<file path="src/rtl/vga_pkg.sv">
`default_nettype none
// +----------------------------------------------------------------------------+
// | vga_pkg : default 640x480@60 timing constants and FSM state types          |
// | Rev 1.0                                                                    |
// +----------------------------------------------------------------------------+
package vga_pkg;

  localparam int CONT_W = 10;

  localparam int DEF_H_ATIVO  = 640;
  localparam int DEF_H_FRENTE = 16;
  localparam int DEF_H_SYNC   = 96;
  localparam int DEF_H_TRAS   = 48;

  localparam int DEF_V_ATIVO  = 480;
  localparam int DEF_V_FRENTE = 10;
  localparam int DEF_V_SYNC   = 2;
  localparam int DEF_V_TRAS   = 33;

  localparam int H_TOTAL = DEF_H_ATIVO + DEF_H_FRENTE + DEF_H_SYNC + DEF_H_TRAS;
  localparam int V_TOTAL = DEF_V_ATIVO + DEF_V_FRENTE + DEF_V_SYNC + DEF_V_TRAS;

  typedef enum logic [1:0] {
    H_ATIVA = 2'd0,
    H_FP    = 2'd1,
    H_SINC  = 2'd2,
    H_BP    = 2'd3
  } h_estado_t;

  typedef enum logic [1:0] {
    V_ATIVA = 2'd0,
    V_FP    = 2'd1,
    V_SINC  = 2'd2,
    V_BP    = 2'd3
  } v_estado_t;

endpackage
`default_nettype wire

</file>
<file path="src/rtl/vga_contador_fase.sv">
`default_nettype none
// +----------------------------------------------------------------------------+
// | vga_contador_fase : wrapping counter flagging entry into each timing phase |
// | Rev 1.0                                                                    |
// +----------------------------------------------------------------------------+
module vga_contador_fase import vga_pkg::*; #(
  parameter int TOTAL  = 800,
  parameter int B_FP   = 640,
  parameter int B_SYNC = 656,
  parameter int B_BP   = 752
) (
  input  logic              clk,
  input  logic              rst_n,
  input  logic              en,
  output logic [CONT_W-1:0] contagem,
  output logic [CONT_W-1:0] prox,
  output logic              entra_ativa,
  output logic              entra_fp,
  output logic              entra_sync,
  output logic              entra_bp
);

  logic fim;

  assign fim = (contagem == CONT_W'(TOTAL - 1));

  // prox is the value the counter will hold after this cycle
  always_comb begin
    prox = contagem;
    if (en) prox = fim ? '0 : contagem + CONT_W'(1);
  end

  always_ff @(posedge clk or negedge rst_n) begin
    if (!rst_n) contagem <= '0;
    else        contagem <= prox;
  end

  assign entra_ativa = en & fim;
  assign entra_fp    = en & (prox == CONT_W'(B_FP));
  assign entra_sync  = en & (prox == CONT_W'(B_SYNC));
  assign entra_bp    = en & (prox == CONT_W'(B_BP));

endmodule
`default_nettype wire

</file>
<file path="src/rtl/vga_sincronismo.sv">
`default_nettype none
// +----------------------------------------------------------------------------+
// | vga_sincronismo : VGA hsync/vsync/active-area timing generator             |
// | Optional VGA_DIV_CLK2_EN: pixel rate is clk/2.   Rev 1.0                   |
// +----------------------------------------------------------------------------+
module vga_sincronismo import vga_pkg::*; #(
  parameter int H_ATIVO  = DEF_H_ATIVO,
  parameter int H_FRENTE = DEF_H_FRENTE,
  parameter int H_SYNC   = DEF_H_SYNC,
  parameter int H_TRAS   = DEF_H_TRAS,
  parameter int V_ATIVO  = DEF_V_ATIVO,
  parameter int V_FRENTE = DEF_V_FRENTE,
  parameter int V_SYNC   = DEF_V_SYNC,
  parameter int V_TRAS   = DEF_V_TRAS
) (
  input  logic              clk,
  input  logic              rst_n,
  output logic              hsync,
  output logic              vsync,
  output logic              areaAtiva,
  output logic [CONT_W-1:0] coluna,
  output logic [CONT_W-1:0] linha,
  output logic              pixel_en,
  output logic              inicioQuadro
);

  localparam int H_TOT = H_ATIVO + H_FRENTE + H_SYNC + H_TRAS;
  localparam int V_TOT = V_ATIVO + V_FRENTE + V_SYNC + V_TRAS;

  logic              tick;
  logic              rodando;
  logic              passo;
  logic [CONT_W-1:0] h_prox, v_prox;
  logic              h_ea, h_efp, h_es, h_ebp;
  logic              v_ea, v_efp, v_es, v_ebp;
  h_estado_t         h_est, h_est_prox;
  v_estado_t         v_est, v_est_prox;
  logic              hsync_prox, vsync_prox, area_prox, inicio_prox;

`ifdef VGA_DIV_CLK2_EN
  logic div_q;

  always_ff @(posedge clk or negedge rst_n) begin
    if (!rst_n) div_q <= 1'b0;
    else        div_q <= ~div_q;
  end

  assign tick = div_q;
`else
  assign tick = 1'b1;
`endif

  // The first pixel after reset presents 0/0 without advancing the counters
  always_ff @(posedge clk or negedge rst_n) begin
    if (!rst_n)    rodando <= 1'b0;
    else if (tick) rodando <= 1'b1;
  end

  assign passo = tick & rodando;

  vga_contador_fase #(
    .TOTAL (H_TOT),
    .B_FP  (H_ATIVO),
    .B_SYNC(H_ATIVO + H_FRENTE),
    .B_BP  (H_ATIVO + H_FRENTE + H_SYNC)
  ) u_cont_h (
    .clk        (clk),
    .rst_n      (rst_n),
    .en         (passo),
    .contagem   (coluna),
    .prox       (h_prox),
    .entra_ativa(h_ea),
    .entra_fp   (h_efp),
    .entra_sync (h_es),
    .entra_bp   (h_ebp)
  );

  vga_contador_fase #(
    .TOTAL (V_TOT),
    .B_FP  (V_ATIVO),
    .B_SYNC(V_ATIVO + V_FRENTE),
    .B_BP  (V_ATIVO + V_FRENTE + V_SYNC)
  ) u_cont_v (
    .clk        (clk),
    .rst_n      (rst_n),
    .en         (h_ea),
    .contagem   (linha),
    .prox       (v_prox),
    .entra_ativa(v_ea),
    .entra_fp   (v_efp),
    .entra_sync (v_es),
    .entra_bp   (v_ebp)
  );

  always_ff @(posedge clk or negedge rst_n) begin
    if (!rst_n) begin
      h_est <= H_ATIVA;
      v_est <= V_ATIVA;
    end else begin
      h_est <= h_est_prox;
      v_est <= v_est_prox;
    end
  end

  always_comb begin
    h_est_prox = h_est;
    case (h_est)
      H_ATIVA: if (h_efp) h_est_prox = H_FP;
      H_FP:    if (h_es)  h_est_prox = H_SINC;
      H_SINC:  if (h_ebp) h_est_prox = H_BP;
      H_BP:    if (h_ea)  h_est_prox = H_ATIVA;
      default:            h_est_prox = H_ATIVA;
    endcase

    v_est_prox = v_est;
    case (v_est)
      V_ATIVA: if (v_efp) v_est_prox = V_FP;
      V_FP:    if (v_es)  v_est_prox = V_SINC;
      V_SINC:  if (v_ebp) v_est_prox = V_BP;
      V_BP:    if (v_ea)  v_est_prox = V_ATIVA;
      default:            v_est_prox = V_ATIVA;
    endcase
  end

  // Decoded from the next state so the registered flags line up with coluna/linha
  always_comb begin
    hsync_prox  = (h_est_prox != H_SINC);
    vsync_prox  = (v_est_prox != V_SINC);
    area_prox   = (h_est_prox == H_ATIVA) && (v_est_prox == V_ATIVA);
    inicio_prox = (h_prox == '0) && (v_prox == '0);
  end

  always_ff @(posedge clk or negedge rst_n) begin
    if (!rst_n) begin
      hsync        <= 1'b1;
      vsync        <= 1'b1;
      areaAtiva    <= 1'b0;
      inicioQuadro <= 1'b0;
      pixel_en     <= 1'b0;
    end else begin
      pixel_en <= tick;
      if (tick) begin
        hsync        <= hsync_prox;
        vsync        <= vsync_prox;
        areaAtiva    <= area_prox;
        inicioQuadro <= inicio_prox;
      end
    end
  end

endmodule
`default_nettype wire
</file>
<file path="config.mk">
export PLATFORM = sky130hd
export DESIGN_NAME = vga_sincronismo
export DESIGN_NICKNAME = d
export VERILOG_FILES = /design/src/rtl/vga_pkg.sv /design/src/rtl/vga_contador_fase.sv /design/src/rtl/vga_sincronismo.sv
export SDC_FILE = /design/constraint.sdc
export NUM_CORES = 1
export LEC_CHECK = 0
export ABC_AREA = 1
export ABC_CLOCK_PERIOD_IN_PS = 4950
export BUFFER_PORTS_ARGS = -buffer_cell sky130_fd_sc_hd__buf_2
export CAP_MARGIN = 10
export CORE_MARGIN = 2
export CORE_UTILIZATION = 64
export CTS_BUF_LIST = sky130_fd_sc_hd__clkbuf_2 sky130_fd_sc_hd__clkbuf_4 sky130_fd_sc_hd__clkbuf_8
export CTS_CLUSTER_DIAMETER = 120
export DETAILED_ROUTE_END_ITERATION = 6
export GPL_ROUTABILITY_DRIVEN = 0
export GPL_TIMING_DRIVEN = 0
export MAX_ROUTING_LAYER = met4
export PLACE_DENSITY = 0.87
export SKIP_LAST_GASP = 1
export SLEW_MARGIN = 20
export SYNTH_ARGS = -nofsm -noshare
export SYNTH_HDL_FRONTEND = slang
export SYNTH_SLANG_ARGS = --single-unit
</file>
<file path="constraint.sdc">
create_clock -name clk -period 4.95 [get_ports clk]
set_clock_uncertainty 0.2 [all_clocks]
set_input_delay 0.495 -clock clk [delete_from_list [all_inputs] [get_ports clk]]
set_output_delay 0.495 -clock clk [all_outputs]
set_load 0.1 [all_outputs]
</file>
# Yosys cells after proc, flatten, opt, wreduce, memory -nomap -nowiden
# Cells that the tools add are included.
dict set report word_totals {
  register_bits 29
  in_bits 2
  out_inout_bits 25
  wordCells 57
}
dict set report classes {
  n_addsub 2
  n_eq_ne 16
  muxes 14
  n_bitwise 8
  reduce_logical 8
}
# operator count
set ops {}
lappend ops {{== test 10 bit, second input constant} 5}
lappend ops {{two-way mux 10 bit} 4}
lappend ops {{== test 10 x 9 -> 1 bit, second input constant} 3}
lappend ops {{adder 10 x 1 -> 10 bit, second input constant} 2}
lappend ops {{logical NOT 10 bit} 2}
lappend ops {{two-way mux 2 bit} 8}
lappend ops {{case mux 2 bit (4 select lines)} 2}
lappend ops {{bitwise AND 1 bit} 8}
lappend ops {{== test 2 bit, second input constant} 4}
lappend ops {{logical NOT 2 bit} 4}
lappend ops {{== test 2 x 1 -> 1 bit, second input constant} 2}
lappend ops {{inequality test 2 bit, second input constant} 2}
lappend ops {{logical AND 1 bit} 2}

# Longest topological paths before layout
# Gate-level depths: netlist of run 1.
dict set report depth {
  ltp_word 9
  depth_mapped 18
  depth_no_buf 18
}

# Cells and area by module
# Synthesis of run 1 repeated with hierarchy kept, for this count alone.
dict set report unflattened {
  hier_cells 267
  hier_area_um2 1900.6
}
# mod instances cells_per_inst area_each_um2 seq_area_each_um2
set by_module_without_submodules {}
lappend by_module_without_submodules {{vga_contador_fase (u_cont_v)} 1 105 758.2 250.2}
lappend by_module_without_submodules {{vga_contador_fase (u_cont_h)} 1 99 686.9 250.2}
lappend by_module_without_submodules {vga_sincronismo 1 63 455.4 227.7}

# Worst setup path before layout of run 1
# OpenSTA, ideal clock, no wires.
dict set report synth_path {
  kind {flip-flop to flip-flop}
  from {reg u_cont_h.contagem[0]}
  to {reg areaAtiva}
  setup_ps 115
  t_arrival_ps 2628
  setup_slack_ps 2007
  path_stages_with_launch 16
  n_path_buf 1
  cell_sequence {dfrtp_1 > ha_1 > inv_1 > nor2_4 > nand4_4 > buf_6 > nand2_1 > inv_1 > nor2_2 > inv_2 > nor2_4 > nand2_1 > o21ai_1 > nand2_1 > nand3_1 > nor2_1}
}
dict set report synth_via {
  elab_chain_cells 9
  elab_cells_between_ends 32
}
# element line
set synth_lines {}
lappend synth_lines {{start: declaration} vga_contador_fase.sv:15} ;# output logic [CONT_W-1:0] contagem,
lappend synth_lines {{start signal: assignment} vga_contador_fase.sv:35} ;# else contagem <= prox;
lappend synth_lines {{== test 10 bit (*)} vga_contador_fase.sv:25} ;# assign fim = (contagem == CONT_W'(TOTAL - 1));
lappend synth_lines {{bitwise AND 1 bit (*)} vga_contador_fase.sv:38} ;# assign entra_ativa = en & fim;
lappend synth_lines {{two-way mux 10 bit (*)} vga_contador_fase.sv:30} ;# if (en) prox = fim ? '0 : contagem + CONT_W'(1);
lappend synth_lines {{via u_cont_v.prox[0]} vga_contador_fase.sv:16} ;# output logic [CONT_W-1:0] prox,
lappend synth_lines {{== test 10 x 9 -> 1 bit (on tied branches)} {vga_contador_fase.sv:41, vga_contador_fase.sv:39, vga_contador_fase.sv:40}}
lappend synth_lines {{bitwise AND 1 bit (on tied branches)} {vga_contador_fase.sv:41, vga_contador_fase.sv:39, vga_contador_fase.sv:40}}
lappend synth_lines {{two-way mux 2 bit (on tied branches)} {vga_sincronismo.sv:119, vga_sincronismo.sv:117, vga_sincronismo.sv:118}}
lappend synth_lines {{case mux 2 bit (4 select lines) (*)} vga_sincronismo.sv:116} ;# case (v_est)
lappend synth_lines {{logical NOT 2 bit (*)} vga_sincronismo.sv:129} ;# area_prox = (h_est_prox == H_ATIVA) && (v_est_prox == V_ATIVA);
lappend synth_lines {{logical AND 1 bit (*)} vga_sincronismo.sv:129}
lappend synth_lines {{via area_prox} vga_sincronismo.sv:38} ;# logic hsync_prox, vsync_prox, area_prox, inicio_prox;
lappend synth_lines {{end signal: assignment} vga_sincronismo.sv:145} ;# areaAtiva <= area_prox;
lappend synth_lines {{end: declaration} vga_sincronismo.sv:20} ;# output logic areaAtiva,
# Mark *: on every way through the listed nets, which the timed path passes. The rest lies on a longest branch.

# Worst setup path after layout of run 1
dict set report layout_path {
  from {reg u_cont_h.contagem[0]}
  to {reg areaAtiva}
}
dict set report layout_via {
  elab_chain_cells 9
  elab_cells_between_ends 32
}
# element line
set layout_lines {}
lappend layout_lines {{adder 10 x 1 -> 10 bit or == test 10 bit (tied branches)} {vga_contador_fase.sv:30, vga_contador_fase.sv:25}}
lappend layout_lines {{two-way mux 10 bit or bitwise AND 1 bit (tied branches)} {vga_contador_fase.sv:30, vga_contador_fase.sv:38}}
lappend layout_lines {{two-way mux 10 bit} vga_contador_fase.sv:30}
lappend layout_lines {{== test 10 bit, or another cell as far along} vga_contador_fase.sv:41} ;# assign entra_bp = en & (prox == CONT_W'(B_BP));
lappend layout_lines {{bitwise AND 1 bit (on tied branches)} {vga_contador_fase.sv:41, vga_contador_fase.sv:39, vga_contador_fase.sv:40}}
lappend layout_lines {{two-way mux 2 bit, or another cell as far along} vga_sincronismo.sv:110} ;# H_SINC: if (h_ebp) h_est_prox = H_BP;
lappend layout_lines {{case mux 2 bit (4 select lines) (on tied branches)} {vga_sincronismo.sv:107, vga_sincronismo.sv:116}}
lappend layout_lines {{logical NOT 2 bit} vga_sincronismo.sv:129}
lappend layout_lines {{logical AND 1 bit (*)} vga_sincronismo.sv:129}
lappend layout_lines {{via area_prox} vga_sincronismo.sv:38}
# Marked as above.

==> results summary, run 1 <==
The run finished with clean final reports. The placement-stage cell area is 2190 µm². In this run the worst hold path is classified as reg -> reg.

Clock-pin slew was measured on the worst setup and hold paths at between 0.1 and 0.15 ns. The number of failing hold endpoints at the final stage is 0. The I/O pin count is 27.

The proportion of layout cells with a drive suffix above 1 came out at between 20% and 30%. The initial standard-cell utilization of the core is about 66%. The max-slew violation count came out at 0. STA classifies the critical path endpoint as a flip-flop. The maximum fanout along the worst path came out at 6.

The core area is 3030 µm². The average via count per standard cell came out at ~5.3. For the pin with the worst max-slew slack, the measured transition is 0.648 ns. From synthesis to final layout, the design area changed by 13.9%. The y dimension of the die is 60.0 µm.

Leaving out fill and tap cells, the most frequent cells in the layout are sky130_fd_sc_hd__nand2_1 (86), sky130_fd_sc_hd__inv_1 (40), sky130_fd_sc_hd__nor2_1 (39). STA classifies the critical path startpoint as a flip-flop. The CTS buffer count came out at 5. Walking the worst path, the cells encountered are ha_1 > nand4_2 > o21ai_0 > nand3_1 > nor2_2 > nand2_1 > nor3b_1 > nor2_2 > nand3_1 > nor2_1. The minimum clock period after layout is around 2.5 ns. The floorplan die width is 60.0 µm.

The max-slew headroom at the worst pin is ~57%. Sequential cells were found to cover a little over a third of the synthesized design area. The total negative slack for setup checks is 0 ns.

The library cell used most frequently in the layout, excluding fill and tap cells, is sky130_fd_sc_hd__nand2_1. The first global-routing pass estimated just over 8000 µm of wire. In this run the power density over the cells is around 370 nW/µm². The average footprint of a synthesized cell is 6.80 µm². In the synthesized netlist, the number of instances is 295. STA puts the critical path data required time at 5.01 ns. STA puts the critical path data arrival time at 2.53 ns. The leading area contributor after synthesis is sky130_fd_sc_hd__dfrtp_1. The highest clock rate came out at 404 MHz. In the post-synthesis netlist, the biggest area contributors are sky130_fd_sc_hd__dfrtp_1 (34%), sky130_fd_sc_hd__nand2_1 (16%), sky130_fd_sc_hd__nand3_1 (7.7%). The number of antenna violations at the first check in global routing is 0.

Setup violations remaining at the end of the flow were counted as 0. The max capacitance violation total is 0. Setup repair after global routing left no endpoint under its margin. The maximum buffer depth of the clock tree came out at 2. The number of diodes is 0. The area enclosed by the die boundary is 3600 µm².

The maximum cell stage delay along the critical path came out at 0.47 ns. The port buffer count is 26. The count of unique library cells instantiated by Yosys is 31.

The number of buffers inserted to repair setup after CTS is 0. The share of the synthesized area in the top cell type came out at 33.7%. The clock latency on the worst-skew pair is 0.35 ns. The average routed wire per standard cell came out at 12.7 µm. Wires add up to 4760 µm.

The number of global-route vias before repair came out at around 1900. By startpoint and endpoint, the worst setup path is classified as reg -> reg. The number of design rule violations left after detail routing is 0. The largest vdd supply drop is 309 µV. The portion of the clock cycle consumed by the worst path in the final layout came out at approximately half.

The H-tree was split into 2 levels. The leftover overflow at the end of global routing is 0. The synthesized net count came out at 300.

The area of all placed cells without fillers came out at between 2000 and 2500 µm². The count of nets left with antenna violations once routing finished came out at 0. The number of synthesized register bits is 29. The number of iterations in the first detailed-routing pass is 5.

The vias after detailed routing came out at just under 2000. In this run the clock root is driven by a sky130_fd_sc_hd__clkbuf_4. The tree built by TritonCTS fans out to 29 sinks.

The final layout contains 334 nets. In this run the cell area of the synthesized design comes to 2010 µm². The iteration-0 DRC count of the detailed router is 120. The warning count from the yosys run is 0.

On the final layout, the worst hold slack is 0.409 ns. The estimated wirelength of the detail-placed design came out at 3570 µm. The number of rows in the core area came out at 20.

The slowest stage of the critical path belongs to the cell sky130_fd_sc_hd__dfrtp_1. Entering global routing, the biggest net connects 30 pins. The global router's overall resource usage is 31.2%. TritonCTS built the clock tree. For this design the static power due to leakage is about 1.2 nW.
==> cell usage after synthesis <==
master	number
sky130_fd_sc_hd__o21ai_4	1
sky130_fd_sc_hd__o21ai_1	4
sky130_fd_sc_hd__nor4_1	1
sky130_fd_sc_hd__a21oi_1	2
sky130_fd_sc_hd__or2_2	2
sky130_fd_sc_hd__nand2_1	86
sky130_fd_sc_hd__o21ai_0	6
sky130_fd_sc_hd__nand4_1	5
sky130_fd_sc_hd__clkinv_1	1
sky130_fd_sc_hd__nor3b_1	1
sky130_fd_sc_hd__nand3_2	2
sky130_fd_sc_hd__nor2_4	3
sky130_fd_sc_hd__o21bai_1	3
sky130_fd_sc_hd__ha_1	3
sky130_fd_sc_hd__nor3_1	5
sky130_fd_sc_hd__nand3_1	31
sky130_fd_sc_hd__nor2_2	11
sky130_fd_sc_hd__o21ai_2	2
sky130_fd_sc_hd__conb_1	1
sky130_fd_sc_hd__buf_4	1
sky130_fd_sc_hd__dfstp_2	2
sky130_fd_sc_hd__inv_1	40
sky130_fd_sc_hd__nor3_4	1
sky130_fd_sc_hd__inv_2	4
sky130_fd_sc_hd__nand2_2	7
sky130_fd_sc_hd__nand4_4	1
sky130_fd_sc_hd__dfrtp_1	27
sky130_fd_sc_hd__xor2_1	1
sky130_fd_sc_hd__nand4_2	1
sky130_fd_sc_hd__nor2_1	39
sky130_fd_sc_hd__buf_6	1
==> flip-flops by register name, indices dropped and copies added (netlist names) <==
| register | count |
|---|---|
| u_cont_h.contagem | 10 |
| pixel_en | 1 |
| hsync | 1 |
| v_est | 2 |
| u_cont_v.contagem | 10 |
| inicioQuadro | 1 |
| vsync | 1 |
| h_est | 2 |
| areaAtiva | 1 |
==> metal layers <==
layer | up-vias | GRT usage [%] | part of all wire (%)
met4 | 0 | 13.0 | 2.0
met3 | 11 | 7.14 | 6.3
met5 | - | - | 0
li1 | 996 | - | -
met2 | 68 | 47.4 | 48
met1 | 907 | 40.0 | 43
==> cells by family after synthesis <==
group                      Yosys count  synth area share [%]
and+or+nand+nor                    196                  46.0
buffers and inverters               47                  9.36
DFF                                 29                  36.3
AOI/OAI and AO/OA                   18                  5.80
adders and majority gates            3                  1.87
xor gates and xnor gates             1                 0.437
other                                1                 0.187
==> repair_timing <==
| item | in CTS | in global routing |
|---|---|---|
| hold buffers | 1 | 0 |
| resized for setup | 0 | 0 |
| endpoints found under the hold margin | 27 | 0 |
==> critical path: cells and delay by family (launching register included) <==
kind	cells	cell delay (ns)
simple gates	8	1.13
compound gates	1	0.28
fa+ha+maj	1	0.30
flops	1	0.47
==> per-stage QoR <==
step	std cells	total power [mW]	setup WS, ns	util [%]
2_1_floorplan	295	0.580	2.01	-
3_3_place_gp	365	0.635	2.57	72.4
3_5_place_dp	365	0.643	2.53	72.4
4_1_cts	374	0.847	2.51	75.5
5_1_grt	374	0.888	2.26	75.5
6_report	374	0.849	2.47	75.5
==> path summary, 6_finish.rpt <==
check | start | to | slack (ns) | cells after the start
hold reg to reg | v_est[0]$_DFF_PN0_ | v_est[0]$_DFF_PN0_ | 0.41 | 2
hold / removal | v_est[0]$_DFF_PN0_ | v_est[0]$_DFF_PN0_ | 0.41 | 2
setup / recovery | u_cont_h.contagem[0]$_DFF_PN0_ | areaAtiva$_DFF_PN0_ | 2.47 | 10
setup reg to reg | u_cont_h.contagem[0]$_DFF_PN0_ | areaAtiva$_DFF_PN0_ | 2.47 | 10
min in group asynchronous | rst_n | u_cont_h.contagem[2]$_DFF_PN0_ | 0.52 | 2
max in group asynchronous | rst_n | u_cont_v.contagem[8]$_DFF_PN0_ | 3.60 | 2
==> power breakdown <==
| group | internal (mW) | switching [mW] |
|---|---|---|
| clock | 0.107 | 0.0983 |
| sequential | 0.259 | 0.0413 |
| combinational | 0.0634 | 0.280 |
| total | 0.429 | 0.419 |
==> layout make-up <==
class | instances | area, µm²
multi-input combinational | 219 | 1090
sequential | 29 | 728
clock inverter | 3 | 46.3
clock buffer | 5 | 37.5
tap | 44 | 55.1
fill | 251 | 743
buffer | 2 | 18.8
inverter | 45 | 169
timing repair buffer | 27 | 140
Power figures use the tool's default switching activity.
==> run 2, diff against run 1 <==
Settings changed: ABC_CLOCK_PERIOD_IN_PS 4950 to 2300, CORE_UTILIZATION 64 to 60, PLACE_DENSITY 0.87 to 0.83.
Clock period 4.95 ns to 2.3 ns, I/O delays scaled along.
==> run 2 against run 1 <==
Effect of this change: largest cell class unchanged; clock power rose by 130%; power rose by 130%; highest routed layer unchanged; first-iteration DRC count rose by 25%; setup slack got worse by 2.5 ns; combinational power rose by 120%; worst hold slack got worse by 0.19 ns; critical path type unchanged; sequential share of layout area fell by 0.89 points; non-clock buffer count rose by 9; register-to-register slack got worse by 2.5 ns; sequential power rose by 130%; the run now ends with negative setup slack left; core utilization rose by 4.5 points; cell count rose by 2.4%.
==> results summary, run 2 (synthesized netlist as in run 1, its figures left out) <==
The flow ran to the end, but the final reports show violations. The checks that failed: negative setup slack. The library cell used most frequently in the layout, excluding fill and tap cells, is sky130_fd_sc_hd__nand2_1.

Setup violations remaining at the end of the flow were counted as 2. The routed wire length came out at 5120 µm. The worst hold path belongs to the class in -> async. The layout has 224 filler cells.

For this design the static power due to leakage is 1.24 nW. The highest clock rate is 430 MHz. The number of iterations in the first detailed-routing pass came out at 6. In the layout the commonest cells are sky130_fd_sc_hd__nand2_1 (84), sky130_fd_sc_hd__inv_1 (36), sky130_fd_sc_hd__nor2_1 (33). The residual antenna-violating net count after detailed routing is 0. In this run the worst setup path begins at u_cont_v.contagem[0]$_DFF_PN0_.

The data arrival time of the critical path came out at between 2 and 2.5 ns. The H-tree was split into 2 levels. Global routing consumed, over all layers together, 29.1% of the routing resources. The clock slew at the register clock pins of the worst setup and hold paths came out at 0.11 ns. The port buffer count is 26. The minimum clock period after layout is 2.33 ns. The total design power came out at 1.93 mW. The area of combinational cells with multiple inputs came out at 1180 µm². The ratio of total power to cell area came out at 771 nW/µm². Of all nets on the critical path, the largest fanout is 4. The largest registers in the layout are u_cont_h.contagem (10), u_cont_v.contagem (10).

The number of failing hold endpoints at the final stage is 0. The initial standard-cell utilization of the core is about 64%. For this block, the initial DRC count from the detailed router was 150.

Setup repair after global routing could not meet its margin everywhere. At the later pin of the worst-skew pair, clock insertion delay measures 0.35 ns. Detailed routing inserted a total of just over 2000 vias. The number of antenna violations at the first check in global routing is 0. The max-slew violation count is 0. The CTS buffer count is 5.

The storage element area is 774 µm². The largest vdd supply drop came out at around 600 µV. The floorplan die width is 61.8 µm. The area enclosed by the die boundary is 3820 µm².

The average routed wire per standard cell is 13.4 µm. The required time reported for the critical path endpoint came out at 2.36 ns. In the final layout, the share of cells above drive strength 1 is approximately 36%. The max-slew headroom at the worst pin is a little under three fifths. The max capacitance violation total is 0. The maximum buffer depth of the clock tree is 2. The area growth from synthesis to final layout came out at 24.6%. The portion of the clock cycle consumed by the worst path in the final layout is 101%. Entering global routing, the biggest net connects 30 pins. The number of diodes is 0.

The kind of critical path is reg -> reg. After floorplanning, the core was sized to cover 3130 µm². TritonCTS built the clock tree. Pin placement for this block handled 27 I/O pins.

The worst setup path is launched from a flip-flop. The number of global-route vias before repair came out at 1784. The TritonCTS sink count came out at 29.

In this run the critical register-to-register path is launched from u_cont_v.contagem[0]$_DFF_PN0_. The post-route worst hold slack is 0.222 ns. The average via count per standard cell came out at 5.37. The estimated wirelength of the detail-placed design is 3530 µm.

The leftover overflow at the end of global routing is 0. The global-route wire length before repair came out at approximately 7800 µm. The worst setup margin is -0.0263 ns.

The floorplan step set the die height to ~60 µm. The number of rows in the core area came out at 20. The number of nets in the layout came out at 343. The worst setup path is captured at a flip-flop. For this run, design rule violations remaining after detail routing come to 0.

The CTS root buffer is sky130_fd_sc_hd__clkbuf_4. The slew at the pin closest to its max-slew limit came out at ~0.64 ns.
[run 2: cell count changes in the layout (fill, tap and decap cells not counted), moves of 4 or more]
cell / change
sky130_fd_sc_hd__nor2_1: -6
sky130_fd_sc_hd__dfrtp_1: -21
sky130_fd_sc_hd__dfrtp_2: +13
sky130_fd_sc_hd__nor2_2: +5
sky130_fd_sc_hd__inv_1: -4
sky130_fd_sc_hd__dfrtp_4: +8
sky130_fd_sc_hd__buf_4: +8
[run 2: metal layers]
metal	share of wire [%]	routed length, µm	global-route usage (%)	vias to the layer above
met5	0	0	-	-
met4	2.1	106	11.6	0
met3	5.3	273	4.76	11
met2	47	2430	44.4	92
met1	45	2310	38.9	944
li1	-	-	-	1010
[run 2: path summary, 6_finish.rpt]
path	end	slack, ns	depth (start not counted)
max reg2reg	areaAtiva$_DFF_PN0_	-0.03	18
min	u_cont_v.contagem[2]$_DFF_PN0_	0.22	2
max in group asynchronous	u_cont_h.contagem[2]$_DFF_PN0_	1.19	2
min in group clk	vsync$_DFF_PN1_	0.40	2
min reg2reg	vsync$_DFF_PN1_	0.40	2
max	areaAtiva$_DFF_PN0_	-0.03	18
[run 2: final cells by class]
class,instances,share of cell area (%)
clock buffers,6,2.05
flip-flops and latches,29,31.0
clock inverters,2,1.50
plain buffers,2,0.901
multi-input cells,219,47.0
inverters,45,7.01
well taps,44,2.20
repair buffers,36,8.31
[run 2: repair_timing]
item | in CTS | in global routing
buffers inserted | 2 | 7
endpoints found under the setup margin | 3 | 7
resized for setup | 1 | 20
hold buffers | 1 | 0
pin swaps | 2 | 6
endpoints found under the hold margin | 27 | 0
[run 2: critical path, cell delays in order, from the launching register on]
cell	delay (ns)
sky130_fd_sc_hd__dfrtp_4	0.52
sky130_fd_sc_hd__buf_4	0.15
sky130_fd_sc_hd__ha_1	0.21
sky130_fd_sc_hd__nand2_2	0.11
sky130_fd_sc_hd__inv_1	0.07
sky130_fd_sc_hd__nand2_1	0.07
sky130_fd_sc_hd__nand2_1	0.05
sky130_fd_sc_hd__inv_1	0.04
sky130_fd_sc_hd__nand2_1	0.04
sky130_fd_sc_hd__nand2_1	0.12
sky130_fd_sc_hd__nand2_1	0.07
sky130_fd_sc_hd__inv_1	0.05
sky130_fd_sc_hd__nand2_1	0.08
sky130_fd_sc_hd__nor2_2	0.13
sky130_fd_sc_hd__nand2_2	0.07
sky130_fd_sc_hd__nand2_1	0.07
sky130_fd_sc_hd__nand2_2	0.06
sky130_fd_sc_hd__nand3_1	0.08
sky130_fd_sc_hd__nor2_1	0.04
[run 2: where the power goes]
| group | internal [mW] | leakage (nW) | switching [mW] |
|---|---|---|---|
| combinational | 0.154 | 0.848 | 0.617 |
| clock | 0.258 | 0.0445 | 0.206 |
| sequential | 0.584 | 0.348 | 0.110 |
| total | 0.996 | 1.24 | 0.933 |
[run 2: per-stage QoR]
stage	std cells	instance area [µm²]	utilization, %	TNS (ns)	setup WS, ns
floorplan	295	2070	-	0	0.00192
global placement	365	2260	72.2	-0.0460	-0.0266
detailed placement	365	2260	72.2	-0.153	-0.0590
CTS	376	2370	75.8	0	0.00525
global route	383	2500	79.9	-0.537	-0.171
finish	383	2500	79.9	-0.0522	-0.0263
